<file path="src/rtl/alu_sequencer.sv">
// Control/writeback stage in front of the 4-bit ALU: accepts 8-bit instructions,
// drives one-hot ALU strobes from registered state and captures results into acc.
//
// state | meaning
// IDLE  | ready for an instruction, all strobes low
// EXEC  | single-cycle op: strobe for one cycle, writeback at exit
// SLOAD | LSR high, ALU shift register loads op_a
// SHIFT | LSH or RSH high, writeback of shifted value at exit
module alu_sequencer (
    input  logic       clk,
    input  logic       reset,
    input  logic       instr_valid,
    output logic       instr_ready,
    input  logic [7:0] instr,
    input  logic [3:0] alu_result,
    input  logic       alu_overflow,
    input  logic       alu_shift_flag,
    output logic       ADD,
    output logic       SUB,
    output logic       LSR,
    output logic       LSH,
    output logic       RSH,
    output logic       AND,
    output logic       OR,
    output logic       XOR,
    output logic       INV,
    output logic       CLR,
    output logic [3:0] op_a,
    output logic [3:0] op_b,
    output logic [3:0] acc,
    output logic       carry_flag,
    output logic       zero_flag,
    output logic       done,
    output logic       illegal
);

    localparam logic [1:0] S_IDLE  = 2'd0;
    localparam logic [1:0] S_EXEC  = 2'd1;
    localparam logic [1:0] S_SLOAD = 2'd2;
    localparam logic [1:0] S_SHIFT = 2'd3;

    localparam logic [3:0] OP_NOP = 4'h0;
    localparam logic [3:0] OP_LDI = 4'h1;
    localparam logic [3:0] OP_ADD = 4'h2;
    localparam logic [3:0] OP_SUB = 4'h3;
    localparam logic [3:0] OP_AND = 4'h4;
    localparam logic [3:0] OP_OR  = 4'h5;
    localparam logic [3:0] OP_XOR = 4'h6;
    localparam logic [3:0] OP_INV = 4'h7;
    localparam logic [3:0] OP_CLR = 4'h8;
    localparam logic [3:0] OP_LSH = 4'h9;
    localparam logic [3:0] OP_RSH = 4'hA;

    logic [1:0] r_state;
    logic [3:0] r_op;
    logic [3:0] r_opb;
    logic [3:0] r_acc;
    logic       r_carry;
    logic       r_zero;
    logic       r_done;
    logic       r_illegal;

    logic       w_accept;
    logic       w_is_shift;
    logic       w_illegal_op;

    // ready is gated by reset so it drops asynchronously with the rest of the state
    assign instr_ready  = reset && (r_state == S_IDLE);
    assign w_accept     = instr_valid && instr_ready;
    assign w_is_shift   = (instr[7:4] == OP_LSH) || (instr[7:4] == OP_RSH);
    assign w_illegal_op = (r_op > OP_RSH);

    assign op_a       = r_acc;
    assign op_b       = r_opb;
    assign acc        = r_acc;
    assign carry_flag = r_carry;
    assign zero_flag  = r_zero;
    assign done       = r_done;
    assign illegal    = r_illegal;

    always_comb begin
        ADD = 1'b0;
        SUB = 1'b0;
        LSR = 1'b0;
        LSH = 1'b0;
        RSH = 1'b0;
        AND = 1'b0;
        OR  = 1'b0;
        XOR = 1'b0;
        INV = 1'b0;
        CLR = 1'b0;
        case (r_state)
            S_EXEC: begin
                case (r_op)
                    OP_ADD:  ADD = 1'b1;
                    OP_SUB:  SUB = 1'b1;
                    OP_AND:  AND = 1'b1;
                    OP_OR:   OR  = 1'b1;
                    OP_XOR:  XOR = 1'b1;
                    OP_INV:  INV = 1'b1;
                    OP_CLR:  CLR = 1'b1;
                    default: ;
                endcase
            end
            S_SLOAD: LSR = 1'b1;
            S_SHIFT: begin
                if (r_op == OP_LSH) LSH = 1'b1;
                else                RSH = 1'b1;
            end
            default: ;
        endcase
    end

    always_ff @(posedge clk or negedge reset) begin
        if (!reset) begin
            r_state   <= S_IDLE;
            r_op      <= OP_NOP;
            r_opb     <= 4'h0;
            r_acc     <= 4'h0;
            r_carry   <= 1'b0;
            r_zero    <= 1'b1;
            r_done    <= 1'b0;
            r_illegal <= 1'b0;
        end else begin
            r_done    <= 1'b0;
            r_illegal <= 1'b0;
            case (r_state)
                S_IDLE: begin
                    if (w_accept) begin
                        r_op    <= instr[7:4];
                        r_opb   <= instr[3:0];
                        r_state <= w_is_shift ? S_SLOAD : S_EXEC;
                    end
                end
                S_EXEC: begin
                    r_done  <= 1'b1;
                    r_state <= S_IDLE;
                    case (r_op)
                        OP_LDI: begin
                            r_acc   <= r_opb;
                            r_carry <= 1'b0;
                            r_zero  <= (r_opb == 4'h0);
                        end
                        OP_ADD, OP_SUB: begin
                            r_acc   <= alu_result;
                            r_carry <= alu_overflow;
                            r_zero  <= (alu_result == 4'h0);
                        end
                        OP_AND, OP_OR, OP_XOR, OP_INV, OP_CLR: begin
                            r_acc   <= alu_result;
                            r_carry <= 1'b0;
                            r_zero  <= (alu_result == 4'h0);
                        end
                        default: r_illegal <= w_illegal_op;
                    endcase
                end
                S_SLOAD: r_state <= S_SHIFT;
                S_SHIFT: begin
                    r_acc   <= alu_result;
                    r_carry <= alu_shift_flag;
                    r_zero  <= (alu_result == 4'h0);
                    r_done  <= 1'b1;
                    r_state <= S_IDLE;
                end
                default: r_state <= S_IDLE;
            endcase
        end
    end

endmodule

</file>
<file path="config.mk">
export PLATFORM = sky130hd
export DESIGN_NAME = alu_sequencer
export DESIGN_NICKNAME = d
export VERILOG_FILES = /design/src/rtl/alu_sequencer.sv
export SDC_FILE = /design/constraint.sdc
export NUM_CORES = 1
export LEC_CHECK = 0
export BUFFER_PORTS_ARGS = -buffer_cell sky130_fd_sc_hd__buf_2
export CORE_MARGIN = 5
export CORE_UTILIZATION = 45
export DETAILED_ROUTE_END_ITERATION = 8
export PLACE_DENSITY = 0.79
export SETUP_SLACK_MARGIN = 0.1
export SLEW_MARGIN = 20
export SYNTH_ARGS = -nofsm -noshare
export SYNTH_HDL_FRONTEND = slang
export SYNTH_SLANG_ARGS = --single-unit
</file>
<file path="constraint.sdc">
create_clock -name clk -period 2.3 [get_ports clk]
set_input_delay 0.23 -clock clk [delete_from_list [all_inputs] [get_ports clk]]
set_output_delay 0.23 -clock clk [all_outputs]
set_load 0.02 [all_outputs]
</file>
==> Word level (Yosys, flattened, before mapping) <==
Index checks and enable logic that the tools add are counted.
{ "totals": {"regBits": 18, "elab_cells": 72, "in_bits": 17, "output_inout_bits": 27} }
{ "op_classes": {"n_reduce_logical": 15, "n_eq_ne": 17, "magnitude_cmp": 1, "muxes": 31} }
{ "op_table": {"columns": ["op", "n"], "rows": [
  ["1-bit two-way mux", 22],
  ["4-bit by 3-bit equality test with 1-bit output (second input constant)", 4],
  ["4-bit equality test (second input constant)", 4],
  ["4-bit case mux with 2 select lines", 2],
  ["4-bit by 2-bit equality test with 1-bit output (second input constant)", 2],
  ["4-bit zero test", 2],
  ["1-bit case mux with 2 select lines", 4],
  ["8-bit OR reduction", 1],
  ["7-bit OR reduction", 1],
  ["3-bit != test (second input constant)", 2],
  ["2-bit case mux with 3 select lines", 1],
  ["2-bit AND reduction", 3],
  ["6-bit OR reduction", 1],
  ["2-bit equality test (second input constant)", 2],
  ["4-bit by 1-bit equality test with 1-bit output (second input constant)", 1],
  ["4-bit greater-than comparator (second input constant)", 1],
  ["2-bit two-way mux", 2],
  ["2-bit OR reduction", 2],
  ["2-bit by 1-bit equality test with 1-bit output (second input constant)", 1],
  ["1-bit logical AND", 2],
  ["2-bit zero test", 1],
  ["2-bit != test (second input constant)", 1],
  ["2-bit nonzero test", 1],
  ["1-bit logical OR", 1]
]} }

==> Logic depth before layout (Yosys ltp) <==
Gate-level depths: netlist of run 1.
{ "logic_depth": {"depth_word": 5, "ltp_mapped": 5, "depth_no_buf": 4} }

==> Least setup slack after synthesis of run 1 <==
No wires, ideal clock.
{ "synth_timing": {"path_kind": "register to register", "start": "register r_state[0]", "end": "register r_opb[0], in the netlist op_b[0]", "setup_ns": 0.125, "path_buffers": 1, "arrival_time_ns": 1.739, "synth_period_minus_slack_ns": 1.863, "slack_ns": 0.437, "t_required_ns": 2.175, "stages_incl_launch_ff": 5, "cell_sequence": "dfrtp_1 > nor3b_1 > and2_1 > buf_2 > mux2_2"} }
{ "synth_between": {"elab_chain_cells": 4} }
{ "synth_lines": {"columns": ["element", "line_no", "source"], "rows": [
  ["from (decl)", "54", "logic [1:0] r_state;"],
  ["from (signal assigned)", "132", "r_state <= w_is_shift ? S_SLOAD : S_EXEC;"],
  ["2-bit zero test", "68", "assign instr_ready = reset && (r_state == S_IDLE);"],
  ["1-bit logical AND", "68", null],
  ["named net instr_ready", "13", "output logic instr_ready,"],
  ["1-bit logical AND", "69", "assign w_accept = instr_valid && instr_ready;"],
  ["2-bit AND reduction (no source line)", null, null],
  ["to (signal assigned)", "131", "r_opb <= instr[3:0];"],
  ["to (decl)", "56", "logic [3:0] r_opb;"]
]} }
The timed path passes the listed nets, and every way through them passes these cells.
A chain may end at the register's enable or synchronous reset.

==> Final worst setup path of run 1 <==
{ "layout_timing": {"start": "register r_op[2]", "end": "register r_acc[3], in the netlist acc[3]"} }
{ "layout_between": {"elab_chain_cells": 4, "elab_cells_between_ends": 13, "cone_classes": "9 x eq/ne; 2 x mux; 2 x reduce/logical"} }
{ "layout_lines": {"columns": ["element", "line_no", "source"], "rows": [
  ["from (decl)", "55", "logic [3:0] r_op;"],
  ["from (signal assigned)", "130", "r_op <= instr[7:4];"],
  ["4-bit by 3-bit equality test with 1-bit output, or another cell as far along", "138", "case (r_op)"],
  ["7-bit OR reduction (no source line)", null, null],
  ["4-bit case mux with 2 select lines or 3-bit != test (tied branches)", null, null],
  ["4-bit case mux with 2 select lines or 2-bit AND reduction (tied branches)", null, null],
  ["to (signal assigned)", "140", "r_acc <= r_opb;"],
  ["to (signal assigned)", "145", "r_acc <= alu_result;"],
  ["to (signal assigned)", "150", "r_acc <= alu_result;"],
  ["to (decl)", "57", "logic [3:0] r_acc;"]
]} }
Several ways; a longest one is shown, not always the timed one.

==> impl_metrics.env, run 1 <==
export IMPL_slew_headroom_pct=70.05
export IMPL_post_cts_buffers=0
export IMPL_rsz0062_at_grt="no"
export IMPL_gp_congestion=0.7733
export IMPL_worstSetupEndpointType="flip-flop"
export IMPL_arrival_ns=1.99
export IMPL_numCtsBuffers=3
export IMPL_wl_per_cell_um=14.03
export IMPL_clock_path_buffers=2
export IMPL_hold_path_class="primary input to flip-flop"
export IMPL_antenna_found_initial=0
export IMPL_clkSlewWorstSetupHoldPaths_ns=0.11
export IMPL_ios=44
export IMPL_layout_drive_gt1_share_pct=53.91
export IMPL_synth_nets=106
export IMPL_vias_per_cell=5.071
export IMPL_drv_cap=0
export IMPL_synth_top_area_share_pct=40.24
export IMPL_path_delay_family="multiplexers"
export IMPL_grt_max_degree=19
export IMPL_syn_to_final_growth_pct=21.77
export IMPL_cts_root_buf="clkbuf_4"
export IMPL_pwr_density_cell_mw_per_mm2=1261
export IMPL_critPathLaunchType="flip-flop"
export IMPL_path_max_fanout=10
export IMPL_die_w_um=58.47
export IMPL_crit_required_ns=2.49
export IMPL_p_leak_nw=0.6293
export IMPL_nNetsFinal=146
export IMPL_die_area_mm2=0.003419
export IMPL_ant_nets=0
export IMPL_hold_viol=0
export IMPL_worst_pin_slew_ns=0.4493
export IMPL_postCtsHoldBufs=1
export IMPL_grt_pass1_vias=807
export IMPL_synth_area_leaders="dfrtp_1, mux2_2, mux2_4"
export IMPL_slowest_delay_ns=0.52
export IMPL_drt_first_pass_iters=4
export IMPL_syn_area_per_cell_um2=11.88
export IMPL_yosys_warnings=0
export IMPL_dpl_hpwl_um=1727
export IMPL_n_fill_cell=202
export IMPL_holdWs_ns=0.1631
export IMPL_layout_min_cycle_time_ns=1.801
export IMPL_setup_tns_final_ns=0
export IMPL_coreArea_mm2=0.002233
export IMPL_synth_distinct_cells=30
export IMPL_synth_top_area_cell="dfrtp_1"
export IMPL_syn_instance_count=89
export IMPL_antenna_cells=0
export IMPL_port_buffer_count=43
export IMPL_rows=17
export IMPL_post_route_period_util_pct=78.31
export IMPL_status="finished, final reports clean"
export IMPL_synth_seq_area_share_pct=42.72
export IMPL_cts_resized=0
export IMPL_drt_iter0_drc=6
export IMPL_start_util_pct=47.34
export IMPL_cts_tree="built"
export IMPL_htreeDepth=1
export IMPL_fp_dieH_um=58.47
export IMPL_cts_sinks=18
export IMPL_crit_buf_inv=0
export IMPL_wl_um=2189
export IMPL_path_class="flip-flop to flip-flop"
export IMPL_grt_use_total_pct=13.75
export IMPL_grt_pass1_wl_um=3705
export IMPL_drc=0
export IMPL_fin_skew_ns=0.001232
export IMPL_vias=791
export IMPL_peakVddDrop_v=0.0006240
export IMPL_clk_latency_ns=0.29
export IMPL_cp_slowest_cell="dfrtp_1"
export IMPL_final_setup_viol_count=0
export IMPL_ys_seq_elements=18
export IMPL_timing_fmax_mhz=555.2
export IMPL_gr_total_overflow=0
export IMPL_syn_area_mm2=0.001057
export IMPL_reg2reg_slack_ns=0.50
export IMPL_drv_slew=0
export IMPL_crit_chain="nand2b_4, o311ai_4, mux2_1, mux2_4"
## sequential cells by signal (all words and copies together), names as in the netlist
register and count:
acc 4, r_op 4, op_b 4, done 1, carry_flag 1, r_state 2
zero_flag 1, illegal 1
## placed cells by master (no fill, tap or decap), types with 2 or more instances in the layout
master,instances
nand3_1,2
a21oi_1,2
mux2_4,6
nor4_1,5
buf_2,43
dfrtp_1,17
nand2b_1,5
nor3_1,2
nor2b_1,2
nor3b_1,2
mux2_1,5
mux2_2,8
clkbuf_4,3
nor2_1,6
nand2_1,4
## per-layer routing
layer	part of all wire [%]	global-route usage [%]	vias to the layer above
li1	-	-	383
met3	5.8	3.728	2
met2	51	22.81	16
met4	0.78	4.967	0
met1	42	17.03	390
met5	0	0	-
## synthesized netlist by cell type, drive strengths merged
cell type and count:
a21o 1, a21oi 2, a31o 1, and2 1, buf 9, clkbuf 1
dfrtp 17, dfstp 1, mux2 19, nand2 4, nand2b 6, nand3 2
nor2 6, nor2b 2, nor3 3, nor3b 2, nor4 5, o21a 1
o21ai 1, o21bai 1, o311ai 1, or3b 1, xnor2 1, xor2 1
## kinds of logic after synthesis
kind of cell              synth area share, %
and+or+nand+nor                         17.63
DFF                                     42.72
AOI/OAI and AO/OA                       8.639
buffers and inverters                   6.982
xor gates and xnor gates                1.657
muxes                                   22.37
## stage by stage
step	total power (W)	cell area [um2]	utilization [%]	std cells	setup WS [ns]
after floorplan	0.001293	1057	-	89	0.4366
after global placement	0.001416	1241	55.57	151	0.5498
after detailed placement	0.001439	1241	55.57	151	0.5195
after CTS	0.001640	1287	57.65	156	0.4942
after global routing	0.001731	1287	57.65	156	0.3973
final	0.001623	1287	57.65	156	0.4990
## worst paths after layout
path	from	to	depth (start not counted)
setup / recovery	r_op[2]	acc[3]	4
min in group asynchronous	reset	done	3
hold reg to reg	carry_flag	carry_flag	1
max in group asynchronous	reset	zero_flag	3
hold / removal	instr[1]	op_b[1]	2
setup reg to reg	r_op[2]	acc[3]	4
## report_power, final
| part | total [W] | internal, W | switching [W] |
|---|---|---|---|
| logic | 0.000799 | 0.000393 | 0.000406 |
| clock network | 0.000196 | 0.0000964 | 0.0000999 |
| registers | 0.000628 | 0.000446 | 0.000183 |
| total | 0.00162 | 0.000935 | 0.000688 |
## cell type report
type / count / area (um2) / share of cell area [%]
Sequential cell: 18 / 451.7 / 35.08
Timing Repair Buffer: 45 / 232.7 / 18.08
Clock buffer: 4 / 36.28 / 2.818
Multi-Input combinational cell: 61 / 531.8 / 41.30
Tap cell: 28 / 35.03 / 2.721
No activity file was read; power rests on OpenSTA's default activity.
==> run 2: changes to the inputs <==
==> constraint.sdc (replaced) <==
create_clock -name clk -period 1.8 [get_ports clk]
set_input_delay 0.18 -clock clk [delete_from_list [all_inputs] [get_ports clk]]
set_output_delay 0.18 -clock clk [all_outputs]
set_load 0.02 [all_outputs]
==> run 2 against run 1 <==
Against the previous run: critical path depth did not move; count of clock-buffer cells in the layout did not move; final area is 6.6% higher; sequential power is 18% higher; sequential share of layout area decreased by 1.7 points; die area did not move; clock skew up 0.0089 ns; critical path type unchanged; highest routed layer unchanged.
==> impl_metrics.env, run 2 (synthesis results as in run 1) <==
export IMPL_pwr_density_cell_mw_per_mm2=1617
export IMPL_die_w_um=58.47
export IMPL_fp_dieH_um=58.47
export IMPL_ant_nets=0
export IMPL_worstSetupEndpointType="flip-flop"
export IMPL_grt_pass1_wl_um=3884
export IMPL_drc=0
export IMPL_antenna_cells=0
export IMPL_drv_cap=0
export IMPL_syn_to_final_growth_pct=29.82
export IMPL_status="finished, final reports clean"
export IMPL_start_util_pct=47.34
export IMPL_gp_congestion=0.8033
export IMPL_reg2reg_slack_ns=0.15
export IMPL_vias_per_cell=5.104
export IMPL_cts_tree="built"
export IMPL_whs_path_depth=2
export IMPL_rr_endpoint="acc[3]"
export IMPL_layout_min_cycle_time_ns=1.654
export IMPL_crit_required_ns=1.98
export IMPL_rsz0062_at_grt="yes"
export IMPL_hold_path_end="op_b[1]"
export IMPL_crit_buf_inv=0
export IMPL_path_max_fanout=5
export IMPL_post_route_period_util_pct=91.89
export IMPL_ff2ff_path_depth=4
export IMPL_final_core_util_pct=61.46
export IMPL_peakVddDrop_v=0.0009692
export IMPL_coreArea_mm2=0.002233
export IMPL_hold_viol=0
export IMPL_path_delay_family="multiplexers"
export IMPL_clk_latency_ns=0.29
export IMPL_fin_skew_ns=0.01017
export IMPL_grt_use_total_pct=14.75
export IMPL_rows=17
export IMPL_arrival_ns=1.83
export IMPL_die_area_mm2=0.003419
export IMPL_wl_per_cell_um=14.55
export IMPL_dpl_hpwl_um=1887
export IMPL_numCtsBuffers=3
export IMPL_cts_sinks=18
export IMPL_mostFrequentLayoutCells="buf_2, dfrtp_1, buf_4, mux2_2"
export IMPL_grt_pass1_vias=838
export IMPL_cp_slowest_cell="dfrtp_1"
export IMPL_drt_first_pass_iters=4
export IMPL_drt_iter0_drc=12
export IMPL_path_class="flip-flop to flip-flop"
export IMPL_holdWs_ns=0.1225
export IMPL_p_leak_nw=0.6684
export IMPL_layout_drive_gt1_share_pct=63.24
export IMPL_critPathLaunchType="flip-flop"
export IMPL_gr_total_overflow=0
export IMPL_grt_max_degree=19
export IMPL_slowest_delay_ns=0.40
export IMPL_layout_commonest_cell="buf_2"
export IMPL_final_setup_viol_count=0
export IMPL_rr_startpoint="r_op[2]"
export IMPL_slew_headroom_pct=75.40
export IMPL_clkSlewWorstSetupHoldPaths_ns=0.11
export IMPL_port_buffer_count=43
export IMPL_wl_um=2386
export IMPL_worst_pin_slew_ns=0.3681
export IMPL_antenna_found_initial=0
export IMPL_htreeDepth=1
export IMPL_min_delay_start="instr[1]"
export IMPL_nNetsFinal=154
export IMPL_cts_root_buf="clkbuf_4"
export IMPL_crit_chain="nand2b_4, o311ai_4, mux2_1, mux2_4"
export IMPL_clock_path_buffers=2
export IMPL_ios=44
export IMPL_drv_slew=0
export IMPL_timing_fmax_mhz=604.6
export IMPL_hold_path_class="primary input to flip-flop"
export IMPL_vias=837
## run 2: cell count changes in the layout (fill, tap and decap cells not counted), sizes merged
cell / before / now
buf: 44 / 52
## run 2: worst max-delay path by stage
stage	start	end	slack (ns)	depth (start not counted)
after floorplan	r_op[2]	acc[0]	0.13	5
after global placement	r_op[1]	acc[3]	0.20	3
after detailed placement	r_op[1]	acc[3]	0.14	3
after CTS	r_state[0]	r_op[0]	0.11	3
after global routing	r_op[0]	ADD	-0.006	4
final	r_op[2]	acc[3]	0.15	4
## run 2: routing by layer
layer  up-vias  routed length (um)  track usage, %
li1        406                   -               -
met1       410                 967           17.97
met2        17                1285           25.20
met3         4                  98           3.070
met4         0                  35           5.960
met5         -                   0               0
## run 2: layout make-up
cell class              instances  area, um2
fillers                       189      860.8
flip-flops and latches         18      457.9
repair buffers                 53      292.8
multi-input cells              61      550.5
well taps                      28      35.03
clock buffers                   4      36.28
## run 2: repair_timing
action | 4_1_cts | 5_1_grt
gates resized for setup | 3 | 5
endpoints found under the setup margin | 2 | 18
pin swaps | 0 | 0
hold buffers | 1 | 0
hold endpoints to repair | 17 | 0
buffers inserted | 0 | 4
gates cloned | 0 | 0
## run 2: where the power goes
group	leakage [nW]	total, W	switching (W)	internal (W)
Combinational	0.436	0.00123	0.000633	0.000594
Clock	0.0210	0.000249	0.000125	0.000123
Sequential	0.211	0.000743	0.000164	0.000579
Total	0.668	0.00222	0.000923	0.00130
## run 2: stage by stage
step | cell area (um2) | std cells | total power (W) | setup TNS [ns] | worst slack [ns]
after global placement | 1276 | 155 | 0.001865 | 0 | 0.2024
after detailed placement | 1276 | 155 | 0.001911 | 0 | 0.1409
final | 1373 | 164 | 0.002219 | 0 | 0.1460
after CTS | 1333 | 160 | 0.002181 | 0 | 0.1105
after floorplan | 1062 | 89 | 0.001655 | 0 | 0.1255
after global routing | 1373 | 164 | 0.002362 | -0.005523 | -0.005523
## run 2: worst register-to-register path, cell delays in order, from the launching register on
cell,delay [ns]
dfrtp_1,0.40
nand2b_4,0.17
o311ai_4,0.34
mux2_1,0.38
mux2_4,0.26
